$ cat config.mk
export PLATFORM = sky130hd
export DESIGN_NAME = fs32_serial_flat
export DESIGN_NICKNAME = d
export VERILOG_FILES = /design/src/rtl/fs32_serial_if.sv /design/src/rtl/fs32_serial.sv /design/src/flat_wrapper.sv
export SDC_FILE = /design/constraint.sdc
export NUM_CORES = 1
export LEC_CHECK = 0
export CAP_MARGIN = 20
export CORE_MARGIN = 4
export CORE_UTILIZATION = 43
export DETAILED_ROUTE_END_ITERATION = 16
export GPL_TIMING_DRIVEN = 0
export PLACE_DENSITY = 0.81
export SYNTH_ARGS = -nofsm -noshare
export SYNTH_HDL_FRONTEND = slang
export SYNTH_SLANG_ARGS = --single-unit
export TNS_END_PERCENT = 20
$ cat constraint.sdc
create_clock -name sys_clk -period 6.2 [get_ports sys_clk]
set_clock_uncertainty 0.15 [all_clocks]
set_input_delay 1.24 -clock sys_clk [delete_from_list [all_inputs] [get_ports sys_clk]]
set_output_delay 1.24 -clock sys_clk [all_outputs]
set_load 0.01 [all_outputs]
$ cat src/rtl/fs32_serial_if.sv
// rtl/fs32_serial_if.sv - request/operand/result bundle for fs32_serial
interface fs32_serial_if;
  logic        start;
  logic [31:0] a;
  logic [31:0] b;
  logic        bi;
  logic        busy;
  logic        done;
  logic [31:0] d;
  logic        bo32;
  logic        bo31;
  logic        bo24;
  logic        ovf;

  modport master (output start, a, b, bi,
                  input  busy, done, d, bo32, bo31, bo24, ovf);
  modport slave  (input  start, a, b, bi,
                  output busy, done, d, bo32, bo31, bo24, ovf);
endinterface

$ cat src/rtl/fs32_serial.sv
// rtl/fs32_serial.sv - digit-serial 32-bit subtractor d = a - b - bi, LSB digit first
// Signed-overflow flag ovf is built only when FS32_OVF_EN is defined.
module fs32_serial #(
  parameter int DW = 8
) (
  input  logic          sys_clk,
  input  logic          reset,
  fs32_serial_if.slave  s
);
  localparam int NSTEP = 32 / DW;
  localparam int SW    = $clog2(NSTEP);
  localparam int S24   = 23 / DW;
  localparam int I24   = 23 % DW;

  typedef enum logic {IDLE, RUN} state_t;

  state_t        state, state_nx;
  logic [SW-1:0] step;
  logic [31:0]   ash, bsh, d_q;
  logic          borrow, bo32_q, bo31_q, bo24_q, done_q;
  logic [DW-1:0] dig;
  logic          bn, b31, b24;
  logic          last, accept;

  assign last   = (step == SW'(NSTEP - 1));
  assign accept = (state == IDLE) && s.start;

  always_ff @(posedge sys_clk) begin
    if (reset) state <= IDLE;
    else       state <= state_nx;
  end

  always_comb begin
    state_nx = state;
    case (state)
      IDLE:    if (s.start) state_nx = RUN;
      RUN:     if (last)    state_nx = IDLE;
      default: state_nx = IDLE;
    endcase
  end

  always_comb begin
    s.busy = (state == RUN);
  end

  // Bitwise borrow ripple so bo31/bo24 come from exact bit positions inside a digit.
  always_comb begin
    logic br;
    br  = borrow;
    dig = '0;
    b31 = 1'b0;
    b24 = 1'b0;
    for (int i = 0; i < DW; i++) begin
      if (i == DW - 1) b31 = br;
      dig[i] = ash[i] ^ bsh[i] ^ br;
      br     = (~ash[i] & bsh[i]) | (~(ash[i] ^ bsh[i]) & br);
      if (i == I24) b24 = br;
    end
    bn = br;
  end

  always_ff @(posedge sys_clk) begin
    if (reset) begin
      step   <= '0;
      ash    <= '0;
      bsh    <= '0;
      borrow <= 1'b0;
      d_q    <= '0;
      bo32_q <= 1'b0;
      bo31_q <= 1'b0;
      bo24_q <= 1'b0;
      done_q <= 1'b0;
    end else begin
      done_q <= 1'b0;
      if (accept) begin
        ash    <= s.a;
        bsh    <= s.b;
        borrow <= s.bi;
        step   <= '0;
      end else if (state == RUN) begin
        d_q[step*DW +: DW] <= dig;
        ash    <= ash >> DW;
        bsh    <= bsh >> DW;
        borrow <= bn;
        step   <= step + 1'b1;
        if (step == SW'(S24)) bo24_q <= b24;
        if (last) begin
          bo32_q <= bn;
          bo31_q <= b31;
          done_q <= 1'b1;
        end
      end
    end
  end

`ifdef FS32_OVF_EN
  logic ovf_q;
  always_ff @(posedge sys_clk) begin
    if (reset)                     ovf_q <= 1'b0;
    else if ((state == RUN) && last) ovf_q <= b31 ^ bn;
  end
  assign s.ovf = ovf_q;
`else
  assign s.ovf = 1'b0;
`endif

  assign s.done = done_q;
  assign s.d    = d_q;
  assign s.bo32 = bo32_q;
  assign s.bo31 = bo31_q;
  assign s.bo24 = bo24_q;
endmodule
$ cat src/flat_wrapper.sv
// flat-port wrapper written by rule: the top's interface ports become plain ports
module fs32_serial_flat 
#(
  parameter int DW = 8
)
  (sys_clk, reset, s_start, s_a, s_b, s_bi, s_busy, s_done, s_d, s_bo32, s_bo31, s_bo24, s_ovf);
  fs32_serial_if s_i ();
  input  logic sys_clk;
  input  logic reset;
  input wire logic [$bits(s_i.start)-1:0] s_start;
  input wire logic [$bits(s_i.a)-1:0] s_a;
  input wire logic [$bits(s_i.b)-1:0] s_b;
  input wire logic [$bits(s_i.bi)-1:0] s_bi;
  output wire logic [$bits(s_i.busy)-1:0] s_busy;
  output wire logic [$bits(s_i.done)-1:0] s_done;
  output wire logic [$bits(s_i.d)-1:0] s_d;
  output wire logic [$bits(s_i.bo32)-1:0] s_bo32;
  output wire logic [$bits(s_i.bo31)-1:0] s_bo31;
  output wire logic [$bits(s_i.bo24)-1:0] s_bo24;
  output wire logic [$bits(s_i.ovf)-1:0] s_ovf;
  assign s_i.start = s_start;
  assign s_i.a = s_a;
  assign s_i.b = s_b;
  assign s_i.bi = s_bi;
  assign s_busy = s_i.busy;
  assign s_done = s_i.done;
  assign s_d = s_i.d;
  assign s_bo32 = s_i.bo32;
  assign s_bo31 = s_i.bo31;
  assign s_bo24 = s_i.bo24;
  assign s_ovf = s_i.ovf;
  fs32_serial #(.DW(DW)) u_core (.sys_clk(sys_clk), .reset(reset), .s(s_i));
endmodule
### Yosys cells after proc, flatten, opt, wreduce, memory -nomap -nowiden

Cells that the tools add are included.

* $add $sub $neg: 2
* $mul: 0
* divide/modulo/power cells: 0
* magnitude comparators: 0
* equality and inequality tests: 2
* shift-type cells: 2
* multiplexer cells: 11
* bitwise logic cells: 58
* reduce and logical (&&, ||, !) cells: 7

Operators with widths (number)
* $mux 32: 4
* $neg 5->34: 1
* $shift 8x34->32 const A: 1
* $shiftx 8x34->32: 1
* $bwmux 32: 1
* $not 1->1: 18
* $and 1x1->1: 16
* $xor 1x1->1: 16
* $or 1x1->1: 8
* $reduce_and 3->1: 2
* $mux 1: 5
* $eq 2x2->1 const B: 2
* $reduce_or 3->1: 1
* $add 2x1->2 const B: 1
* $pmux 1 s2: 1
* $reduce_and 2->1: 1
* $reduce_bool 2->1: 1
* $reduce_or 2->1: 1
* $logic_and 1x1->1: 1

* register bits after elaboration: 104
* latch bits: 0
* RAM bits: 0
* ROM bits: 0
* bits of input ports: 68
* output and inout port bits: 38
* word-level logic and storage cells: 92
* memories kept: 0

### Logic depth before layout (Yosys ltp)

Gate-level depths: netlist of the first run.

* depth after elaboration: 20
* mapped depth: 13
* mapped depth without buffers: 13

### Least setup slack after synthesis of the first run

OpenSTA, ideal clock, no wires.

* path kind: reg-to-reg
* start: register u_core.borrow
* end: register u_core.d_q[7], in the netlist u_core.s.d[7]
* library setup time: 75 ps
* arrival time: 4140 ps
* required time: 5975 ps
* setup slack: 1835 ps
* cell stages (with the launch flop): 13
* buffers on the path: 0
* clock period less this slack: 4365 ps
* cell sequence: dfxtp_1 -> fa_1 -> inv_1 -> fa_1 -> fa_1 -> fa_1 -> fa_1 -> fa_1 -> fa_1 -> inv_1 -> fa_1 -> or3b_2 -> o22ai_1

* word-level cells in the longest chain between the ends: 17
* elaborated cells between the ends (all ways): 24
* those cells by class: 1 x shift; 1 x mux; 22 x bitwise

Ends and longest elaborated chain
* start: declaration: line fs32_serial.sv:20 `logic borrow, bo32_q, bo31_q, bo24_q, done_q;`
* start signal: assignment: line fs32_serial.sv:78 `borrow <= s.bi;`
* start signal: assignment: line fs32_serial.sv:84 `borrow <= bn;`
* $and 1x1->1: line fs32_serial.sv:56 `br = (~ash[i] & bsh[i]) | (~(ash[i] ^ bsh[i]) & br);`
* $or 1x1->1: line fs32_serial.sv:56
* $and 1x1->1: line fs32_serial.sv:56
* $or 1x1->1: line fs32_serial.sv:56
* $and 1x1->1: line fs32_serial.sv:56
* $or 1x1->1: line fs32_serial.sv:56
* $and 1x1->1: line fs32_serial.sv:56
* $or 1x1->1: line fs32_serial.sv:56
* [2 not listed]
* $and 1x1->1: line fs32_serial.sv:56
* $or 1x1->1: line fs32_serial.sv:56
* $and 1x1->1: line fs32_serial.sv:56
* $or 1x1->1: line fs32_serial.sv:56
* via u_core.b31: line fs32_serial.sv:22 `logic bn, b31, b24;`
* $xor 1x1->1: line fs32_serial.sv:55 `dig[i] = ash[i] ^ bsh[i] ^ br;`
* $shiftx 8x34->32: line fs32_serial.sv:81 `d_q[step*DW +: DW] <= dig;`
* $bwmux 32: line fs32_serial.sv:81
* end signal: indexed assignment: line fs32_serial.sv:81
* end: declaration: line fs32_serial.sv:19 `logic [31:0] ash, bsh, d_q;`

The timed path passes the listed nets, and every way through them passes these cells.
A chain may end at the register's enable or synchronous reset.

### Worst setup path after layout of the first run

* start: register u_core.bsh[0]
* end: register u_core.d_q[7], in the netlist u_core.s.d[7]

* word-level cells in the longest chain between the ends: 19
* elaborated cells between the ends (all ways): 27
* those cells by class: 1 x shift; 1 x mux; 25 x bitwise

Ends and longest elaborated chain
* start: declaration: line fs32_serial.sv:19
* start signal: assignment: line fs32_serial.sv:77 `bsh <= s.b;`
* start signal: assignment: line fs32_serial.sv:83 `bsh <= bsh >> DW;`
* $xor 1x1->1: line fs32_serial.sv:56
* $not 1->1: line fs32_serial.sv:56
* $and 1x1->1: line fs32_serial.sv:56
* $or 1x1->1 (*): line fs32_serial.sv:56
* $and 1x1->1 (*): line fs32_serial.sv:56
* $or 1x1->1 (*): line fs32_serial.sv:56
* $and 1x1->1 (*): line fs32_serial.sv:56
* $or 1x1->1 (*): line fs32_serial.sv:56
* [4 not listed]
* $and 1x1->1 (*): line fs32_serial.sv:56
* $or 1x1->1 (*): line fs32_serial.sv:56
* $and 1x1->1 (*): line fs32_serial.sv:56
* $or 1x1->1 (*): line fs32_serial.sv:56
* via u_core.b31: line fs32_serial.sv:22
* $xor 1x1->1 (*): line fs32_serial.sv:55
* $shiftx 8x34->32 (*): line fs32_serial.sv:81
* $bwmux 32 (*): line fs32_serial.sv:81

The timed path passes the listed nets; every way through them passes the cells marked *.

==> qor_table.md, run 1 <==
| Stage | Metric | Value |
| --- | --- | --- |
| run status | Run status | finished clean |
| synthesis | Library cells used by synthesis | 33 |
| synthesis | Synth Net Count | 511 |
| floorplanning | Number of standard-cell rows in the floorplan | 37 |
| global routing | Maximum number of pins on one net before global-route repair | 18 |
| synthesis | Register bit count reported by yosys | 104 |
| setup path | Cell with the largest stage delay on the worst path | fa_1 |
| detailed routing | Post-route ant nets | 0 |
| timing | Minimum hold slack | 0.3269 ns |
| placement | Port Buffer Count | 102 |
| global routing | First-pass GRT wire length | 17.70 mm |
| setup path | Element type at the critical path end | register |
| detailed routing | Total routed wirelength | 11.15 mm |
| setup path | Chain of cells forming the critical path | fa_1 -> inv_1 -> fa_1 -> fa_1 -> fa_1 -> fa_1 -> fa_1 -> fa_1 -> inv_1 -> fa_1 -> or3b_2 -> o22ai_1 |
| clock tree | Post-CTS setup buffer count | 0 |
| synthesis | Synth Area per Inst | 10.64 sq um |
| placement | Placer congestion estimate | 0.8271 |
| setup path | Arrival time of data at the critical path endpoint | 4.73 ns |
| clock tree | Maximum buffer depth of the clock tree | 2 |
| global routing | Grt total ovfl | 0 |
| clock tree | Number of sinks driven by the clock tree | 104 |
| setup path | Most frequent CP cell | fa_1 |
| setup path | Largest delay share family, worst path | adder cells |
| global routing | Vias in the first global route | 3578 |
| setup path | Peak fanout along the critical path | 2 |
| timing | Number of hold-slack violations in the final timing report | 0 |
| final layout | Area grow syn2layout | 30.66% |
| detailed routing | Number of vias after detailed routing | 3547 |
| timing | Period minus WS final | 4.578 ns |
| floorplanning | Die Outline Area | 0.01232 sq mm |
| floorplanning | Initial cell density of the core | 44.20% |
| synthesis | Cell type with the highest aggregate area in the netlist | dfxtp_1 |
| timing | Number of setup violations in the final report | 0 |
| clock tree | Hold-fix buffer count after cts | 0 |
| timing | Period utilization | 73.84% |
| floorplanning | Floorplan Core Area | 0.01032 sq mm |
| final layout | Multi-input logic area | 0.002161 sq mm |
| pwr | Reported leakage power | 0.002350 uW |
| synthesis | Biggest area contributors in the synthesized netlist | dfxtp_1 (46%), mux2i_1 (14%), a211oi_1 (8.2%), nor2b_1 (7.0%), a32o_1 (5.3%) |
| placement | Cells after DPL | 667 |
| global routing | Antenna violations before repair | 0 |
| global routing | Global router's overall resource usage | 17.74% |
| detailed routing | Detailed-route vias per instance | 5.186 |
| clock tree | Root Buffer | clkbuf_8 |
| clock tree | Clock latency at the later pin of the worst-skew pair | 0.37 ns |
| clock tree | Clock buffer count from CTS | 9 |
| clock tree | Clock transition at the registers of the reported paths | 0.10 ns |
| timing | Setup repair after global routing missed its margin | no |
| synthesis | Number of flops mapped to enable cells by yosys | 0 |
| synthesis | Mapped Cells | 429 |
| timing | Max Clk Rate | 218.4 MHz |
| setup path | CP Data Required Time | 6.35 ns |
| final layout | Util after Layout | 57.75% |
| timing | Relative max-transition margin | 57.73% |
| setup path | Worst Path Buf+Inv | 2 |
| synthesis | Most common flop cell mapped by yosys | dfxtp_1 |
| detailed routing | Remaining design rule violation count | 0 |
| synthesis | Top-area cell type share of the netlist area | 45.63% |
| synthesis | Syn Std Cell Area | 0.004563 sq mm |
| run | Max-cap violations | 0 |
| synthesis | Warnings from Yosys | 0 |
| final layout | Non-Filler Cell Area, Final | 0.005962 sq mm |
| final layout | Sequential cell area | 0.002082 sq mm |
| timing | Final count of pins violating max slew | 0 |
| floorplanning | Floorplan die height | 111.0 um |
| pwr | Worst vdd rail ir drop | 0.0001569 V |
| detailed routing | DRC marker count from the first detailed-route iteration | 107 |
| placement | Placed standard-cell area | 0.005754 sq mm |
| floorplanning | I/O pins | 106 |
| clock tree | CTS tree | built |
| final layout | Post-route non-filler standard cell count | 684 |
| final layout | Number of filler instances in the final layout | 899 |
| final layout | Layout cells sized above 1 | 7.678% |
| synthesis | Fraction of synthesis flops using an asynchronous set or reset pin | 0% |
| timing | Slew at the pin with the worst max-slew slack | 0.6340 ns |
| placement | HPWL after detailed placement | 8.637 mm |
| clock tree | Number of gates given a new drive strength after cts | 0 |
| synthesis | Most numerous cell types in the synthesized netlist | dfxtp_1 (104), mux2i_1 (65), nor2b_1 (51) |
| worst hold path | Kind of path behind the tightest hold check | register to register |
| setup path | Peak per-stage delay on the critical path | 0.47 ns |
| final layout | Total number of nets in the final design | 624 |
| pwr | PD cells | 243.3 mW/mm^2 |
| detailed routing | First-pass iteration count of the detailed router | 4 |
| timing | Summed negative setup slack over all endpoints | 0 ns |
| setup path | Class of the most critical setup path | register to register |
| detailed routing | Average wire length per cell after detail routing | 16.30 um |
| synthesis | Most frequent cell after synthesis | dfxtp_1 |
| setup path | Setup crit start kind | register |
| clock tree | H-tree depth | 3 |
| synthesis | Share of the yosys chip area belonging to registers | 45.63% |
| floorplanning | Die extent in x | 111.0 um |
==> worst paths after layout <==
check                     start       endpoint  slack, ns  cells past startpoint
setup / recovery  u_core.bsh[0]  u_core.s.d[7]       1.62                     12
hold / removal    u_core.s.d[6]  u_core.s.d[6]       0.33                      2
setup reg to reg  u_core.bsh[0]  u_core.s.d[7]       1.62                     12
hold reg to reg   u_core.s.d[6]  u_core.s.d[6]       0.33                      2
==> cell usage in the layout, fill, tap and decap left out, types with 2 or more instances in the layout <==
cell	n
dfxtp_1	104
clkdlybuf4s50_1	102
mux2i_1	65
nor2b_1	51
a211oi_1	50
a32o_1	24
inv_1	23
nor2_1	18
clkbuf_1	15
clkbuf_8	10
a21oi_1	8
nand2_1	8
fa_1	8
buf_2	7
buf_4	6
o32ai_1	6
ha_1	6
buf_6	5
buf_1	4
clkbuf_4	2
or3b_1	2
nand3_1	2
a21bo_2	2
or3b_2	2
o22ai_1	2
clkinv_4	2
==> per-stage QoR <==
| step | power (uW) | setup slack (ns) |
|---|---|---|
| after floorplan | 910.9 | 1.835 |
| after global placement | 1020 | 1.702 |
| after detailed placement | 1029 | 1.643 |
| after CTS | 1463 | 1.616 |
| after global routing | 1519 | 1.439 |
| final | 1451 | 1.622 |
==> area by class of cell <==
cell class,instances,share of cell area [%]
well taps,136,2.854
flip-flops and latches,104,34.92
clock inverters,5,1.070
plain buffers,39,3.924
inverters,23,1.448
diodes,1,0.04197
repair buffers,102,17.12
clock buffers,11,2.371
multi-input cells,263,36.24
==> power breakdown <==
part           total [uW]  switching [uW]  internal, uW
Sequential            732            25.2           707
Combinational         283             142           140
Clock                 435             235           201
==> state kept, by name (all words and copies together), names as in the netlist <==
signal and cells:
u_core.ash 32, u_core.s.busy 1, u_core.step 2, u_core.s.bo31 1
u_core.s.d 32, u_core.s.bo24 1, u_core.borrow 1, u_core.s.done 1
u_core.bsh 32, u_core.s.bo32 1
==> kinds of logic after synthesis <==
| group | after synthesis | synth area share (%) |
|---|---|---|
| adders and majority gates | 14 | 5.155 |
| AOI/OAI and AO/OA | 94 | 16.59 |
| DFF | 104 | 45.63 |
| buffers and inverters | 62 | 7.019 |
| and+or+nand+nor | 89 | 11.27 |
| muxes | 65 | 14.26 |
| other | 1 | 0.08218 |
==> layer usage <==
layer  GRT usage [%]  share of wire (%)  up-vias
met5               0                  0        -
met4           5.839                1.5        0
met3           4.749                6.4       16
met2           31.31                 49      106
met1           20.88                 43     1664
li1                -                  -     1761
==> worst reg2reg max path: cells and delay by family (launching register included) <==
| kind | cells | cell delay, ns |
|---|---|---|
| adder cells (fa/ha/maj) | 8 | 3.25 |
| flip-flops | 1 | 0.38 |
| buffers and inverters | 2 | 0.14 |
| AO/OA/AOI/OAI | 1 | 0.15 |
| AND/OR/NAND/NOR | 1 | 0.46 |
Power figures use the tool's default switching activity.
==> run 2, diff against run 1 <==
Clock period 6.2 ns to 4.35 ns, I/O delays scaled along.
==> run 2 against run 1 <==
Flip-flop and latch count is the same. Utilization grew 0.23 points. Worst setup slack lost 1.5 ns. Non-clock buffer count grew 3. Routed wire length is essentially flat. Register-to-register slack lost 1.5 ns. Clock power grew 34%. Final cell count grew 0.15%. Fmax grew 7.8%. Count of clock-buffer cells in the layout shrank 1. Die area is the same.
==> qor_table.md, run 2 (synthesis results as in run 1) <==
| Stage | Metric | Value |
| --- | --- | --- |
| global routing | Global router's overall resource usage | 17.57% |
| clock tree | Root Buffer | clkbuf_8 |
| placement | Placed standard-cell area | 0.005757 sq mm |
| worst hold path | Kind of path behind the tightest hold check | register to register |
| clock tree | Hold-fix buffer count after cts | 0 |
| placement | Placer congestion estimate | 0.8190 |
| floorplanning | Floorplan die height | 111.0 um |
| detailed routing | Total routed wirelength | 11.15 mm |
| floorplanning | Initial cell density of the core | 44.20% |
| detailed routing | DRC marker count from the first detailed-route iteration | 116 |
| final layout | Number of filler instances in the final layout | 878 |
| setup path | Element type at the critical path end | register |
| setup path | CP Data Required Time | 4.50 ns |
| timing | Relative max-transition margin | 54.74% |
| run | Max-cap violations | 0 |
| pwr | PD cells | 343.4 mW/mm^2 |
| final layout | Most common cell after layout, fill and taps aside | clkdlybuf4s50_1 |
| floorplanning | Die Outline Area | 0.01232 sq mm |
| timing | Number of setup violations in the final report | 0 |
| detailed routing | Number of vias after detailed routing | 3619 |
| setup path | Arrival time of data at the critical path endpoint | 4.40 ns |
| global routing | Grt total ovfl | 0 |
| floorplanning | Number of standard-cell rows in the floorplan | 37 |
| clock tree | Clock buffer count from CTS | 9 |
| timing | Number of hold-slack violations in the final timing report | 0 |
| final layout | Util after Layout | 57.98% |
| timing | Period utilization | 97.60% |
| detailed routing | First-pass iteration count of the detailed router | 4 |
| detailed routing | Remaining design rule violation count | 0 |
| final layout | ANT cells | 0 |
| final layout | Layout cells sized above 1 | 10.38% |
| floorplanning | Floorplan Core Area | 0.01032 sq mm |
| floorplanning | Die extent in x | 111.0 um |
| placement | Port Buffer Count | 102 |
| detailed routing | Average wire length per cell after detail routing | 16.27 um |
| final layout | Total number of nets in the final design | 627 |
| worst hold path | Hold path startpoint | u_core.s.d[4] |
| timing | Final count of pins violating max slew | 0 |
| timing | Period minus WS final | 4.246 ns |
| timing | Slew at the pin with the worst max-slew slack | 0.6789 ns |
| pwr | Reported leakage power | 0.002361 uW |
| floorplanning | I/O pins | 106 |
| timing | Minimum hold slack | 0.3096 ns |
| final layout | Area grow syn2layout | 31.18% |
| timing | Max Clk Rate | 235.5 MHz |
| global routing | Antenna violations before repair | 0 |
| clock tree | Number of sinks driven by the clock tree | 104 |
| global routing | Vias in the first global route | 3596 |
| final layout | Highest-count cells in the layout ignoring fill and taps | clkdlybuf4s50_1 (102), dfxtp_1 (101), mux2i_1 (65), nor2b_1 (51), a211oi_1 (50) |
| clock tree | CTS tree | built |
| clock tree | Maximum buffer depth of the clock tree | 2 |
| run status | Run status | finished clean |
| global routing | First-pass GRT wire length | 17.77 mm |
| setup path | Setup crit start kind | register |
| detailed routing | Detailed-route vias per instance | 5.283 |
| placement | HPWL after detailed placement | 8.776 mm |
| clock tree | Clock latency at the later pin of the worst-skew pair | 0.37 ns |
| setup path | Launching element of the worst setup path | u_core.ash[0] |
| global routing | Maximum number of pins on one net before global-route repair | 19 |
| clock tree | H-tree depth | 3 |
| detailed routing | Post-route ant nets | 0 |
| pwr | Worst vdd rail ir drop | 0.0002002 V |
| clock tree | Clock transition at the registers of the reported paths | 0.10 ns |
| final layout | Non-Filler Cell Area, Final | 0.005986 sq mm |
| setup path | Class of the most critical setup path | register to register |
| setup path | Reg2Reg Launch Point | u_core.ash[0] |
| setup path | Peak fanout along the critical path | 2 |
-- run 2: area by class of cell --
type	instances	area, sq um	share of cell area (%)
clock buffer	10	137.6	2.299
multi-input combinational	263	2182	36.45
clock inverter	5	46.29	0.7734
timing repair buffer	105	1044	17.43
buffer	39	234.0	3.909
tap	136	170.2	2.843
sequential	104	2086	34.85
inverter	23	86.33	1.442
-- run 2: routing by layer --
layer	global-route usage (%)	wire length, um	vias to the layer above
li1	-	-	1769
met1	20.54	4700	1723
met2	31.67	5542	111
met3	4.312	727	16
met4	5.353	178	0
met5	0	0	-
-- run 2: worst max-delay path: stages, from the launching register on --
cell     delay [ns]
dfxtp_2        0.34
inv_1          0.07
fa_2           0.19
inv_1          0.05
fa_2           0.36
fa_2           0.41
fa_2           0.37
fa_2           0.37
fa_2           0.40
fa_2           0.41
inv_1          0.08
fa_1           0.45
or3b_4         0.38
o22ai_1        0.14
-- run 2: through the flow --
stage | total power (uW) | setup WS [ns] | setup TNS [ns] | instances
6_report | 2055 | 0.1044 | 0 | 685
5_1_grt | 2146 | -0.04205 | -0.07197 | 685
4_1_cts | 2042 | 0.01142 | 0 | 683
3_5_place_dp | 1469 | -0.1557 | -0.1557 | 667
3_3_place_gp | 1455 | -0.1032 | -0.1032 | 667
2_1_floorplan | 1299 | 0.03364 | 0 | 429
-- run 2: worst paths after layout --
kind	cells past startpoint	to	slack [ns]
max	13	u_core.s.d[7]	0.10
min	2	u_core.s.d[4]	0.31
max reg2reg	13	u_core.s.d[7]	0.10
min reg2reg	2	u_core.s.d[4]	0.31
-- run 2: what timing repair did --
item | CTS | global route
gates resized for setup | 5 | 7
buffers inserted | 1 | 2
pin swaps | 2 | 7
endpoints found under the setup margin | 1 | 1
-- run 2: power breakdown --
group / total, uW / internal (uW) / switching [uW]
registers: 1040 / 1010 / 35.9
logic: 430 / 222 / 208
clock network: 581 / 232 / 348
